===== src/rtl/stream_sel_mux.sv =====
// stream_sel_mux: selects one of NCH valid/ready input channels into a single
// registered output slot. The channel is picked either by the sel input
// (fixed mode) or by a rotating round-robin pointer (rr_en=1).
//
// Handshake: a word moves across an interface in any cycle where its valid
// and ready are both 1. The output side is a single register slot. It loads
// when it is empty or is being drained in the same cycle (load_ok) and a
// channel is granted. in_ready is a combinational one-hot strobe naming the
// channel whose word is taken this cycle. valid never waits on ready.
module stream_sel_mux #(
    parameter int WIDTH = 2,
    parameter int NCH   = 2,
    parameter int SELW  = 1
) (
    input  logic                 clk,
    input  logic                 rst_n,
    input  logic [NCH*WIDTH-1:0] in_data,
    input  logic [NCH-1:0]       in_valid,
    output logic [NCH-1:0]       in_ready,
    input  logic                 rr_en,
    input  logic [SELW-1:0]      sel,
    output logic [WIDTH-1:0]     out_data,
    output logic [SELW-1:0]      out_ch,
    output logic                 out_valid,
    input  logic                 out_ready
);

    // Output slot and round-robin pointer state.
    logic             out_valid_q, out_valid_d;
    logic [WIDTH-1:0] out_data_q,  out_data_d;
    logic [SELW-1:0]  out_ch_q,    out_ch_d;
    logic [SELW-1:0]  ptr_q,       ptr_d;

    // Grant decision for the current cycle.
    logic             grant_vld;
    logic [SELW-1:0]  grant_idx;
    logic [WIDTH-1:0] grant_data;
    logic [SELW-1:0]  cand;
    logic             load_ok;
    logic             do_load;

    // Channel index arithmetic modulo NCH. base is always below NCH and off is
    // at most NCH-1, so one conditional subtraction is enough.
    function automatic logic [SELW-1:0] wrap_add(input logic [SELW-1:0] base,
                                                 input int off);
        int s;
        s = int'(base) + off;
        if (s >= NCH) begin
            s = s - NCH;
        end
        return s[SELW-1:0];
    endfunction

    assign load_ok = !out_valid_q || out_ready;
    assign do_load = load_ok && grant_vld;

    // Pick the granted channel: sel in fixed mode, first valid from ptr in rr mode.
    always_comb begin
        grant_vld = 1'b0;
        grant_idx = '0;
        cand      = '0;
        if (rr_en) begin
            for (int i = 0; i < NCH; i++) begin
                cand = wrap_add(ptr_q, i);
                if (!grant_vld && in_valid[cand]) begin
                    grant_vld = 1'b1;
                    grant_idx = cand;
                end
            end
        end else begin
            // An out-of-range sel matches no channel, so nothing is granted.
            for (int k = 0; k < NCH; k++) begin
                if (sel == SELW'(k) && in_valid[k]) begin
                    grant_vld = 1'b1;
                    grant_idx = SELW'(k);
                end
            end
        end
    end

    // Route the granted channel's data word.
    always_comb begin
        grant_data = '0;
        for (int k = 0; k < NCH; k++) begin
            if (grant_idx == SELW'(k)) begin
                grant_data = in_data[k*WIDTH +: WIDTH];
            end
        end
    end

    // One-hot accept strobe; held low while reset is asserted.
    always_comb begin
        in_ready = '0;
        if (rst_n && do_load) begin
            in_ready[grant_idx] = 1'b1;
        end
    end

    // Next state of the output slot and the round-robin pointer.
    always_comb begin
        out_valid_d = out_valid_q;
        out_data_d  = out_data_q;
        out_ch_d    = out_ch_q;
        ptr_d       = ptr_q;
        if (do_load) begin
            // Covers both an empty slot and a same-cycle drain-and-refill.
            out_valid_d = 1'b1;
            out_data_d  = grant_data;
            out_ch_d    = grant_idx;
            if (rr_en) begin
                ptr_d = wrap_add(grant_idx, 1);
            end
        end else if (out_ready) begin
            out_valid_d = 1'b0;
        end
    end

    // State registers; reset discards any held word and rewinds the pointer.
    always_ff @(posedge clk or negedge rst_n) begin
        if (!rst_n) begin
            out_valid_q <= 1'b0;
            out_data_q  <= '0;
            out_ch_q    <= '0;
            ptr_q       <= '0;
        end else begin
            out_valid_q <= out_valid_d;
            out_data_q  <= out_data_d;
            out_ch_q    <= out_ch_d;
            ptr_q       <= ptr_d;
        end
    end

    assign out_valid = out_valid_q;
    assign out_data  = out_data_q;
    assign out_ch    = out_ch_q;

endmodule


===== config.mk =====
export PLATFORM = sky130hd
export DESIGN_NAME = stream_sel_mux
export DESIGN_NICKNAME = d
export VERILOG_FILES = /design/src/rtl/stream_sel_mux.sv
export SDC_FILE = /design/constraint.sdc
export NUM_CORES = 1
export LEC_CHECK = 0
export CORE_AREA = 5 5 42 44
export CTS_CLUSTER_DIAMETER = 60
export DETAILED_ROUTE_END_ITERATION = 10
export DIE_AREA = 0 0 47 49
export GPL_ROUTABILITY_DRIVEN = 1
export PLACE_DENSITY = 0.57
export SLEW_MARGIN = 0
export SYNTH_ARGS = -nofsm -noshare
export SYNTH_HDL_FRONTEND = slang
export SYNTH_SLANG_ARGS = --single-unit

===== constraint.sdc =====
create_clock -name clk -period 1.28 [get_ports clk]
set_input_delay 0.32 -clock clk [delete_from_list [all_inputs] [get_ports clk]]
set_output_delay 0.32 -clock clk [all_outputs]
set_load 0.01 [all_outputs]

# After elaboration in Yosys (flattened, before gate mapping)
# Index checks and enable logic that the tools add are counted.
dict set report totals {
  input_bits 11
  output_inout_bits 6
  elab_cells 53
  register_bits 5
}
dict set report op_classes {
  n_bitwise 1
  n_reduce_logical 11
  addsub 5
  order_cmp 7
  n_mux 25
}
# op count
set op_table {}
lappend op_table {{two-way mux 1 bit} 22}
lappend op_table {{logical AND 1 bit} 6}
lappend op_table {{less-than comparator 1 x 2 -> 1 bit, second input constant} 3}
lappend op_table {{adder 1 x 1 -> 2 bit, second input constant} 2}
lappend op_table {{>= comparator 2 bit, second input constant} 2}
lappend op_table {{two-way mux 2 bit} 2}
lappend op_table {{subtractor 1 bit, second input constant} 3}
lappend op_table {{>= comparator 1 x 2 -> 1 bit, second input constant} 1}
lappend op_table {{zero test 1 bit} 2}
lappend op_table {{AND reduction 2 bit} 1}
lappend op_table {{nonzero test 2 bit} 1}
lappend op_table {{demux 1 bit (select 1 bit)} 1}
lappend op_table {{>= comparator 1 bit, second input constant} 1}
lappend op_table {{logical OR 1 bit} 1}
lappend op_table {{NOT 1 bit} 1}

# Logic depth before layout (Yosys ltp)
# Gate-level depths: netlist of run 1.
dict set report depth {
  ltp_word 16
  depth_mapped 4
  mapped_depth_nobuf 4
}

# Worst setup path after synthesis of run 1
# OpenSTA, ideal clock, no wires.
dict set report synth_timing {
  path_kind {input to output}
  startpoint {input sel}
  endpoint {output in_ready[0]}
  setup_slack_ns -0.102
  required_time_ns 0.960
  path_stages 4
  n_path_buf 0
  t_arrival_ns 1.062
  path_cell_list {mux2_2 o22ai_2 nor2b_1 and3b_2}
}
dict set report synth_between {
  elab_chain_cells 8
  word_cells_on_any_way 16
  classes_between {order compare (2); mux (8); bitwise (1); reduce/logical (5)}
}
# element line
set synth_lines {}
lappend synth_lines {{start: declaration} 21} ;# input logic [SELW-1:0] sel,
lappend synth_lines {{logical AND 1 bit or NOT 1 bit (tied branches)} 73} ;# if (sel == SELW'(k) && in_valid[k]) begin
lappend synth_lines {{two-way mux 1 bit or logical AND 1 bit (tied branches)} 73}
lappend synth_lines {{two-way mux 1 bit (on tied branches)} {62, 73}}
lappend synth_lines {{less-than comparator 1 x 2 -> 1 bit (not written as such) (tied with other cells)} 95} ;# in_ready[grant_idx] = 1'b1;
lappend synth_lines {{logical AND 1 bit (not written as such) or two-way mux 1 bit (tied branches)} {95, 62}}
lappend synth_lines {{two-way mux 1 bit (not written as such) or logical AND 1 bit (tied branches)} {95, 55}}
lappend synth_lines {{demux 1 bit (select 1 bit) or logical AND 1 bit (tied branches)} {95, 94}}
lappend synth_lines {{two-way mux 2 bit (*)} 94} ;# if (rst_n && do_load) begin
lappend synth_lines {{end: declaration} 19} ;# output logic [NCH-1:0] in_ready,
# Mark *: on every way between the ends. The rest lies on a longest branch, timed or not.

# Final worst setup path of run 1
# Ends and elaborated chain as after synthesis.

==> impl_metrics.csv, run 1 <==
group,metric,value,unit
die,die-area,2300,um^2
power,p_int,0.481,mW
power,power_frac_seq,31.5,%
timing,relSlewSlack,87.5,%
final_layout,drive_gt1_share,64.4,%
clock_tree,cts-root-buf,"clkbuf_4",
routing,viasPerCell,4.21,
job,drv_cap,0,
critical_path,r2r-end,"out_data[1]",
final_layout,final_cell_mix,"12 x buf_4, 7 x buf_6, 5 x mux2_4, 5 x clkdlybuf4s50_1, 5 x dfrtp_1",
critical_path,crit_required,0.96,ns
critical_path,crit_path_start_kind,"input port",
clock_tree,clk_pin_slew,0.05,ns
clock_tree,cts_sinks,5,
timing,finalCriticalPeriod,1.56,ns
power,ir_worst_vdd,0.000379,V
synthesis,synth_area_leaders,"dfrtp_1 45%, mux2_2 12%, mux2_1 8.1%, a31oi_2 4.5%, o22ai_2 4.5%",
timing,hold_ws,0.413,ns
placement,numPortBuffers,16,
final_layout,layout_commonest_cell,"buf_4",
power,p_leak,0.318,nW
synthesis,yosys.area.top_type,"dfrtp_1",
clock_tree,cts_hold_buf,0,
synthesis,ys_seq_elements,5,
timing,tightestPinTransition,0.188,ns
final_layout,final_nets,71,
power,power_frac_comb,41.2,%
timing,setup_ws,-0.276,ns
routing,drt_pass1_iterations,1,
critical_path,arrival,1.24,ns
placement,hpwl,669,um
die,pin_count,17,
worst_hold_path,hold_path.class,"in2async",
placement,place_area,566,um^2
timing,skew,0.00337,ns
routing,remaining_drc_errors,0,
routing,vias,316,
critical_path,cp-startpoint,"sel",
timing,tns,-0.635,ns
die,row_count,14,
timing,finalHoldViolCount,0,
synthesis,synth_seq_area_share,45.2,%
die,die_width,47,um
power,p_sw,0.181,mW
critical_path,rr_startpoint,"ptr_q",
final_layout,diodes,0,
critical_path,cp-end-kind,"primary output",
synthesis,syn-cell-area,277,um^2
routing,drtAntennaViolNets,0,
grt,gr-total-overflow,0,
final_layout,final_util,46.3,%
critical_path,crit_fanout,2,
final_layout,fillers,145,
critical_path,reg2reg_slack,-0.09,ns
critical_path,ff2ff_path_depth,5,
timing,slew_viol_final,0,
die,die_h,49,um
timing,finalCritPeriodShare,122,%
grt,antenna_found_initial,0,
power,powerDensity,1020,nW/um^2
synthesis,synth-warning-count,0,
clock_tree,tritoncts,"built",
placement,place_congestion,0.687,
timing,max_freq,0.643,GHz
clock_tree,numCtsBuffers,3,
synthesis,yosysUniqueCellTypes,15,
status,failed_checks,"negative setup slack",
final_layout,design_area,649,um^2
power,pwr-share-clk,27.4,%
grt,grt_usage,8.49,%
status,status,"complete, but fails checks",
synthesis,syn_nets,35,
grt,grt_max_degree,6,
routing,first_iter_violations,0,
synthesis,synth_top_area_share,45.2,%
critical_path,setup.worst_path.class,"in2out",
synthesis,netlist_instances,24,
synthesis,synth_area_per_cell,11.5,um^2
die,initial_utilization,19.7,%
clock_tree,htreeDepth,1,
die,fp.coreArea,1400,um^2
clock_tree,clock_latency,0.24,ns
final_layout,instances_no_fill,75,
routing,routed_wl,899,um
clock_tree,cts_buffer_depth,2,
final_layout,area_growth,135,%
routing,wl_per_cell,12.0,um
timing,rsz0062_at_grt,"yes",
placement,place_inst,67,
timing,setup_viol,5,
grt,grt_pass1_vias,365,
power,swShare,27.4,%
grt,grt_pass1_wl,1410,um
[metrics by stage]
| step | power [mW] | setup slack, ns |
|---|---|---|
| floorplan | 0.302 | -0.0530 |
| global placement | 0.453 | -1.02 |
| detailed placement | 0.454 | -1.04 |
| CTS | 0.668 | -0.281 |
| global route | 0.698 | -0.316 |
| finish | 0.662 | -0.276 |
[Yosys cell counts, drive strengths merged]
library cell,number
dfrtp,5
mux2,5
a31oi,2
inv,2
nand2,2
o21ai,2
a41oi,1
and3,1
and3b,1
nand2b,1
nor2b,1
o22ai,1
[worst max-delay path by stage]
stage | end | slack, ns | depth (start not counted)
floorplan | in_ready[0] | -0.05 | 4
global route | in_ready[0] | -0.32 | 5
detailed placement | in_ready[0] | -1.04 | 6
finish | in_ready[0] | -0.28 | 6
global placement | in_ready[0] | -1.02 | 6
CTS | in_ready[0] | -0.28 | 6
[logic make-up after synthesis]
family / synth area share (%)
buf+inv: 2.72
flops: 45.2
simple gates: 13.6
mux: 20.4
compound gates: 18.1
[sequential cells by signal (all words and copies together), names as in the netlist]
signal,count
ptr_q,1
out_ch,1
out_data,2
out_valid,1
[routing by layer]
metal	vias to the layer above	GRT usage [%]	wire [um]
met1	140	9.60	373
met3	0	4.80	124
met4	0	5.07	0
met5	-	0	0
met2	17	12.0	400
li1	159	-	-
[final cells by class]
type,count,area [um^2],share of cell area (%)
Clock buffer,4,26.3,4.05
Inverter,2,7.51,1.16
Multi-Input combinational cell,17,201,31.0
Sequential cell,5,125,19.3
Tap cell,16,20.0,3.08
Timing Repair Buffer,31,269,41.4
[worst max-delay path, stage by stage]
cell and delay [ns]:
buf_6 0.09, mux2_4 0.30, o22ai_4 0.14, nor2b_4 0.06
and3b_2 0.20, buf_6 0.12
[power groups by stage]
stage,sequential (mW),combinational (mW),clock (mW)
2_1_floorplan,0.221,0.0815,0
3_3_place_gp,0.208,0.244,0
3_5_place_dp,0.209,0.245,0
4_1_cts,0.209,0.269,0.190
5_1_grt,0.213,0.292,0.193
6_report,0.208,0.272,0.181
[what timing repair did]
action                                  4_1_cts  5_1_grt
resized for setup                            46        0
buffers inserted                              3        1
pin swaps                                     4        1
endpoints found under the setup margin        9        4
hold endpoints to repair                      0        0
No activity file was read; power rests on OpenSTA's default activity.
==> run 2: changes to the inputs <==
Settings changed: SKIP_LAST_GASP set to 1.
==> results of run 2 <==
Final layout, timing and power as in run 1 (identical DEF).
